--- config.mk ---
export PLATFORM = sky130hd
export DESIGN_NAME = seq_recon_mul_8x4
export DESIGN_NICKNAME = d
export VERILOG_FILES = /design/src/rtl/divmul_pkg.sv /design/src/rtl/seq_recon_mul_8x4_abs_sign_split.sv /design/src/rtl/seq_recon_mul_8x4.sv
export SDC_FILE = /design/constraint.sdc
export NUM_CORES = 1
export LEC_CHECK = 0
export BUFFER_PORTS_ARGS = -buffer_cell sky130_fd_sc_hd__buf_2
export CAP_MARGIN = 20
export CORE_UTILIZATION = 46
export CTS_BUF_LIST = sky130_fd_sc_hd__clkbuf_8
export DETAILED_ROUTE_END_ITERATION = 7
export PLACE_DENSITY = 0.68
export SLEW_MARGIN = 20
export SYNTH_ARGS = -nofsm -noshare
export SYNTH_HDL_FRONTEND = slang
export SYNTH_SLANG_ARGS = --single-unit
--- constraint.sdc ---
create_clock -name clk -period 5.8 [get_ports clk]
set_clock_uncertainty 0.15 [all_clocks]
set_input_delay 0 -clock clk [delete_from_list [all_inputs] [get_ports clk]]
set_output_delay 0 -clock clk [all_outputs]
set_load 0.005 [all_outputs]
--- src/rtl/divmul_pkg.sv ---
// Shared definitions for the divide/multiply datapath.
//   QW/DW/RW         : quotient, divisor/remainder and result widths
//   state_e          : sequencing states of the shift-add multiplier
//   DIVD_MIN/MAX     : legal 8-bit dividend range, used for fits8
package divmul_pkg;

    localparam int QW = 8;
    localparam int DW = 4;
    localparam int RW = QW + DW;
    localparam int CW = (DW > 1) ? $clog2(DW) : 1;

    typedef enum logic [1:0] {
        IDLE = 2'd0,
        MUL  = 2'd1,
        FIX  = 2'd2,
        DONE = 2'd3
    } state_e;

    localparam logic signed [RW-1:0] DIVD_MIN = RW'(-128);
    localparam logic signed [RW-1:0] DIVD_MAX = RW'(127);

endpackage

--- src/rtl/seq_recon_mul_8x4_abs_sign_split.sv ---
// Combinational magnitude/sign split of a two's-complement operand.
//   val_i  : signed operand, W bits
//   mag_o  : unsigned magnitude, W bits (the most negative value maps to 2^(W-1))
//   sign_o : 1 when val_i is negative
module abs_sign_split #(
    parameter int W = 8
) (
    input  logic [W-1:0] val_i,
    output logic [W-1:0] mag_o,
    output logic         sign_o
);

    assign sign_o = val_i[W-1];
    assign mag_o  = sign_o ? (~val_i + W'(1)) : val_i;

endmodule

--- src/rtl/seq_recon_mul_8x4.sv ---
// Sequential signed shift-add multiplier: result = quotient*divisor + remainder.
// Rebuilds a dividend from the outputs of the 8-by-4 signed divider.
//   clk, rst_n  : clock, async active-low reset
//   start       : request, accepted in IDLE or DONE
//   quotient    : signed multiplicand (QW)
//   divisor     : signed multiplier (DW)
//   remainder   : unsigned addend (DW)
//   busy        : operation in progress (MUL, FIX)
//   done        : one-cycle pulse, result valid
//   result      : signed result (RW), held until the next done
//   fits8       : result is a legal 8-bit dividend
//
// state | meaning
// IDLE  | waiting for start
// MUL   | DW shift-add steps on magnitudes
// FIX   | apply sign, add remainder, register result
// DONE  | done pulse; may accept the next start
module seq_recon_mul_8x4
    import divmul_pkg::*;
(
    input  logic                 clk,
    input  logic                 rst_n,
    input  logic                 start,
    input  logic signed [QW-1:0] quotient,
    input  logic signed [DW-1:0] divisor,
    input  logic        [DW-1:0] remainder,
    output logic                 busy,
    output logic                 done,
    output logic signed [RW-1:0] result,
    output logic                 fits8
);

    state_e                state_q, state_d;
    logic [RW-1:0]         mcand_q, mcand_d;
    logic [DW-1:0]         mplier_q, mplier_d;
    logic [RW-1:0]         acc_q, acc_d;
    logic [CW-1:0]         cnt_q, cnt_d;
    logic                  neg_q, neg_d;
    logic [DW-1:0]         rem_q, rem_d;
    logic signed [RW-1:0]  result_q, result_d;
    logic                  fits8_q, fits8_d;

    logic [QW-1:0]         q_mag;
    logic                  q_sign;
    logic [DW-1:0]         d_mag;
    logic                  d_sign;
    logic                  accept;
    logic [RW-1:0]         fixed;
    logic signed [RW-1:0]  sum;

    abs_sign_split #(.W(QW)) u_abs_q (
        .val_i  (quotient),
        .mag_o  (q_mag),
        .sign_o (q_sign)
    );

    abs_sign_split #(.W(DW)) u_abs_d (
        .val_i  (divisor),
        .mag_o  (d_mag),
        .sign_o (d_sign)
    );

    // DONE accepts a new request exactly like IDLE, giving back-to-back operation.
    assign accept = start && ((state_q == IDLE) || (state_q == DONE));

    always_comb begin
        state_d  = state_q;
        mcand_d  = mcand_q;
        mplier_d = mplier_q;
        acc_d    = acc_q;
        cnt_d    = cnt_q;
        neg_d    = neg_q;
        rem_d    = rem_q;
        result_d = result_q;
        fits8_d  = fits8_q;
        busy     = 1'b0;
        done     = 1'b0;
        fixed    = neg_q ? (~acc_q + RW'(1)) : acc_q;
        sum      = $signed(fixed + {{QW{1'b0}}, rem_q});

        case (state_q)
            IDLE: begin
                state_d = IDLE;
            end
            MUL: begin
                busy = 1'b1;
                if (mplier_q[0]) begin
                    acc_d = acc_q + mcand_q;
                end
                mcand_d  = mcand_q << 1;
                mplier_d = mplier_q >> 1;
                cnt_d    = cnt_q + CW'(1);
                if (cnt_q == CW'(DW - 1)) begin
                    state_d = FIX;
                end
            end
            FIX: begin
                busy     = 1'b1;
                result_d = sum;
                fits8_d  = (sum >= DIVD_MIN) && (sum <= DIVD_MAX);
                state_d  = DONE;
            end
            DONE: begin
                done    = 1'b1;
                state_d = IDLE;
            end
            default: begin
                state_d = IDLE;
            end
        endcase

        if (accept) begin
            mcand_d  = {{DW{1'b0}}, q_mag};
            mplier_d = d_mag;
            neg_d    = q_sign ^ d_sign;
            rem_d    = remainder;
            acc_d    = '0;
            cnt_d    = '0;
            state_d  = MUL;
        end
    end

    always_ff @(posedge clk or negedge rst_n) begin
        if (!rst_n) begin
            state_q  <= IDLE;
            mcand_q  <= '0;
            mplier_q <= '0;
            acc_q    <= '0;
            cnt_q    <= '0;
            neg_q    <= 1'b0;
            rem_q    <= '0;
            result_q <= '0;
            fits8_q  <= 1'b0;
        end else begin
            state_q  <= state_d;
            mcand_q  <= mcand_d;
            mplier_q <= mplier_d;
            acc_q    <= acc_d;
            cnt_q    <= cnt_d;
            neg_q    <= neg_d;
            rem_q    <= rem_d;
            result_q <= result_d;
            fits8_q  <= fits8_d;
        end
    end

    assign result = result_q;
    assign fits8  = fits8_q;

endmodule
After elaboration in Yosys (flattened, before gate mapping)
Cells that the tools add are included.
- muxes and demuxes: 17
- $add $sub $neg: 6
- reduce and logical (&&, ||, !) cells: 9
- eq/ne operators: 5
- $lt $le $gt $ge: 2
- bitwise logic cells: 4
- operators by type and width (kind ; count):
    two-way mux 12 bit ; 6
    adder 12 x 1 -> 12 bit, second input constant ; 1
    adder 12 bit ; 1
    adder 12 x 4 -> 12 bit ; 1
    >= comparator 12 x 8 -> 1 bit, second input constant ; 1
    <= comparator 12 x 8 -> 1 bit, second input constant ; 1
    two-way mux 4 bit ; 3
    NOT 12 bit ; 1
    adder 8 x 1 -> 8 bit, second input constant ; 1
    two-way mux 2 bit ; 4
    two-way mux 8 bit ; 1
    NOT 8 bit ; 1
    == test 2 bit, second input constant ; 3
    case mux 2 bit (3 select lines) ; 1
    adder 4 x 1 -> 4 bit, second input constant ; 1
    NOT 4 bit ; 1
    nonzero test 2 bit ; 2
    OR reduction 2 bit ; 2
    inequality test 3 bit, second input constant ; 1
    adder 2 x 1 -> 2 bit, second input constant ; 1
    == test 2 x 1 -> 1 bit, second input constant ; 1
    logical AND 1 bit ; 2
    logical NOT 2 bit ; 1
    two-way mux 1 bit ; 2
    other kinds (3) ; 3
- register bits: 50
- bits of input ports: 19
- output and inout port bits: 15

Logic depth before layout (Yosys ltp)
- word-level depth: 6
- depth in mapped cells: 14

Hierarchy
Synthesis repeated with hierarchy kept, for this count alone.
- cells, all modules: 393
- area, all modules: 3568.4 µm²
- modules (own cells, without submodules) (module ; area an instance (µm²) ; times used ; cells an instance):
    seq_recon_mul_8x4 ; 3340.7 ; 1 ; 361
    abs_sign_split (u_abs_q) ; 153.9 ; 1 ; 22
    abs_sign_split (u_abs_d) ; 73.8 ; 1 ; 10

Worst setup path before layout
Ideal clock, no wire load.
- path kind: reg-to-reg
- start point: register acc_q[1]
- end point: register result_q[6], in the netlist result[6]
- required time: 5.527 ns
- arrival: 2.552 ns
- setup slack: 2.975 ns
- period minus slack after synthesis: 2.825 ns
- stages on the path, launching flop included: 13
- library setup time: 0.123 ns
- buffers on the path: 0
- cell sequence: dfrtp_1 inv_1 ha_1 nand2b_1 xnor2_1 ha_1 nor2b_1 o21a_1 o21a_1 a41o_1 a221oi_1 xnor2_1 a21oi_1
- cells in the longest elaborated chain, start to end: 4
- RTL lines (element ; line ; source):
    from (decl) ; seq_recon_mul_8x4.sv:36 ; logic [RW-1:0] acc_q, acc_d;
    from (signal assigned) ; seq_recon_mul_8x4.sv:128 ; acc_q <= '0;
    from (signal assigned) ; seq_recon_mul_8x4.sv:138 ; acc_q <= acc_d;
    NOT 12 bit ; seq_recon_mul_8x4.sv:78 ; fixed = neg_q ? (~acc_q + RW'(1)) : acc_q;
    adder 12 x 1 -> 12 bit ; seq_recon_mul_8x4.sv:78 ;
    two-way mux 12 bit (*) ; seq_recon_mul_8x4.sv:78 ;
    adder 12 x 4 -> 12 bit (*) ; seq_recon_mul_8x4.sv:79 ; sum = $signed(fixed + {{QW{1'b0}}, rem_q});
    to (signal assigned) ; seq_recon_mul_8x4.sv:142 ; result_q <= result_d;
    to (decl) ; seq_recon_mul_8x4.sv:40 ; logic signed [RW-1:0] result_q, result_d;
Every way passes the cells marked *; elsewhere a longest branch is shown, timed or not.
A chain may end at the register's enable or synchronous reset.

Final worst setup path
- start point: register acc_q[0]
- end point: register result_q[6], in the netlist result[6]
Same word-level chain as after synthesis.

==> metrics <==
post-synth net total=422; status=complete, no violations; logic gate share of total power=57.4%; Post-synth EDFFs=0; clock-pin transition on the worst setup and hold timing paths=90 ps; WL final=6790 µm; Ports=34; internal cell power=approximately 1.1 mW; largest net degree at the start of global routing=51; crit path time final=~3100 ps; initial DRC count=173; DIE HEIGHT=87.7 µm; Resize count post-CTS=0; core area=between 6000 and 7000 µm²; Max-Cap Viols=0; Setup TNS=0 ps; Fmax achieved=325 MHz; grt total ovfl=0; # port buffers=33; Detailed Place HPWL=4760 µm; Synth Area in Adders=9.71%; Seq pwr share=32.0%; pre-CTS setup slack=2730 ps; Initial Utilization=48.6%; Fillers=about 640; Mapped Avg Cell Area=8.93 µm²; capturing element type of the critical path=register; Routed Antenna Nets=0; Die ar.=approximately 7700 µm²; Mapped Cells=378; Clk Latency, worst-skew pair=300 ps; first-pass GRT wire length=11,900 µm; Post-route DRC=0; GR Util All Layers=between 15 and 20%; Ys Warns=0; max-slew violations=0; wire per inst=13.0 µm; post-route setup slack=2730 ps; clk root buf=clkbuf_8; ratio of cells with drive above 1 in the final layout=~13%; pwr dens=~500 nW/µm²; maximum vdd drop=188 µV; CTS tree=done; clock sinks=50; row cnt=30; leakage=1.78 nW; Yosys cell types=between 50 and 60; maximum fanout along the worst path=7; htree depth=2; ant diodes=0; vias in the first global route=2,670; Placer Congestion=between 0.9 and 1; Die W=87.7 µm; clk buf depth=2; Slew HR=54.7%; xor/xnor share of the synthesized area=8.04%; dominant synthesized flop cell=dfrtp_1; Vias/cell=5.28; Synth Cell Area=3380 µm²; area fraction in compound gates after synthesis=15.1%; clock group share of total power=about a tenth; measured slew at the worst slew-check pin=675 ps; synthesized flop and latch total=50; unrepaired setup endpoints after global routing=no; final setup violation count=0; CTS Buf Count=5; Critical Path RT=just under 6000 ps; final critical-path share of the clock period=between 50% and 60%; worst path arrival time=just over 3000 ps; Hold WC Path Type=in -> async; WS Path Type=reg -> reg; Sw Ratio=44.0%; Pre-Repair DR Iteration Count=4; P&R area growth vs syn=15.7%; initial antenna violation count=0; FF-to-FF path depth=12; Final Hold Vio Count=0; Core Util, Final=between 50 and 60%; post-synthesis sequential area ratio=a little under two fifths; via count=2,745; Nets=467; largest family of logic cells by synthesized area=simple AND/OR/NAND/NOR gates; startpoint types=register; post-synthesis mux area share=7.08%; Post-Synth Simple-Gate Area=18.0%; Post-synth ARST share=100%; Net Sw Power=between 0.8 and 0.9 mW
## sequential cells by signal, indices dropped and copies added (netlist names)
| signal | count |
|---|---|
| mcand_q | 12 |
| rem_q | 4 |
| acc_q | 12 |
| cnt_q | 2 |
| mplier_q | 4 |
| fits8 | 1 |
| result | 12 |
| state_q | 2 |
| neg_q | 1 |
## layer usage
metal | share of wire, % | up-vias | global-route usage, %
met1 | 48 | 1290 | 24.0
met4 | 1.1 | 0 | 6.26
met5 | 0 | - | 0
met2 | 49 | 46 | 34.9
li1 | - | 1403 | -
met3 | 2.0 | 6 | 2.92
## cell usage after synthesis (4+ instances only)
master	instances	share of area [%]
nand3_1	4	0.59
nor2_1	25	2.8
nor2b_1	6	1.1
o21ai_0	22	3.3
inv_1	23	2.6
dfrtp_1	50	37
xnor2_1	24	6.2
clkbuf_1	12	1.3
ha_1	23	8.5
nand2_1	48	5.3
mux2_2	7	2.3
nand2b_1	6	1.1
a31oi_1	9	1.7
a21oi_1	24	3.6
nor3_1	8	1.2
xor2_1	7	1.8
mux2i_1	16	4.7
a211oi_1	4	0.89
## layout make-up
type	count	area (µm²)	share of cell area [%]
well taps	96	120	3.07
repair buffers	57	403	10.3
clock buffers	6	82.6	2.11
inverters	23	86.3	2.21
clock inverters	2	8.76	0.224
flip-flops and latches	50	1250	32.0
multi-input cells	286	1960	50.1
## path summary, 6_finish.rpt
| kind | slack (ps) | from | endpoint |
|---|---|---|---|
| setup reg to reg | 2730 | acc_q[0]$_DFFE_PN0P_ | result[6]$_DFFE_PN0N_ |
| hold / removal | 110 | rst_n | result[8]$_DFFE_PN0N_ |
| max in group asynchronous | 4970 | rst_n | mplier_q[3]$_DFFE_PN0P_ |
| min in group clk | 270 | remainder[0] | rem_q[0]$_DFFE_PN0P_ |
| hold reg to reg | 340 | result[1]$_DFFE_PN0N_ | result[1]$_DFFE_PN0N_ |
| setup / recovery | 2730 | acc_q[0]$_DFFE_PN0P_ | result[6]$_DFFE_PN0N_ |
## timing repair
item / CTS / global route
hold endpoints to repair: 68 / 0
hold buffers: 22 / 0
setup endpoints to repair: 0 / 0
setup buffers: 0 / 0
## power groups by stage
stage	clock network, mW	logic, mW	registers (mW)
global route	0.228	1.28	0.646
global placement	0	1.07	0.624
finish	0.206	1.12	0.622
floorplan	0	0.909	0.583
CTS	0.217	1.13	0.623
detailed placement	0	1.11	0.628
## cell families after synthesis
logic type	count (synthesis)
compound gates	83
xor+xnor	31
fa+ha+maj	25
buf+inv	42
flops	50
mux	23
simple gates	124
## cell usage in the layout, fill, tap and decap left out, types with 2 or more instances in the layout
cell type,synthesis,final
a21o_1,3,3
o22ai_1,2,2
inv_1,23,24
a211oi_1,4,4
or3_1,3,3
buf_2,3,32
nand2b_1,6,6
o211ai_1,3,3
nor4b_1,2,2
or4_1,2,2
nor3_1,8,8
and3_1,3,3
xor2_1,7,7
mux2i_1,16,16
buf_4,2,3
dlygate4sd3_1,0,22
a31oi_1,9,9
fa_1,2,2
nand3b_1,3,3
nor2b_1,6,6
nand4_1,2,2
clkbuf_8,0,6
o211a_1,2,2
nand3_1,4,4
and2_1,3,3
o31ai_1,2,2
mux2_2,7,7
ha_1,23,23
nor2_1,25,25
nand2_1,48,48
o21ai_0,22,22
a21oi_1,24,24
xnor2_1,24,24
dfrtp_1,50,50
or2_2,3,3
o21a_1,3,3
## metrics by stage
stage / power (mW) / hold WS [ps] / area [µm²] / std cells
2_1_floorplan: 1.49 / -446 / 3380 / 378
3_3_place_gp: 1.70 / 39.5 / 3590 / 490
3_5_place_dp: 1.73 / -78.8 / 3600 / 490
4_1_cts: 1.97 / 134 / 3910 / 520
5_1_grt: 2.15 / 175 / 3910 / 520
6_report: 1.95 / 113 / 3910 / 520
## worst max-delay path: stages, from the launching register on
cell and delay, ps:
dfrtp_1 460, inv_1 70, ha_1 240, nand2b_1 170
xnor2_1 140, ha_1 340, nor2b_1 160, o21a_1 170
o21a_1 220, a41o_1 250, a221oi_1 330, xnor2_1 160
a21oi_1 80
Power figures use the tool's default switching activity.
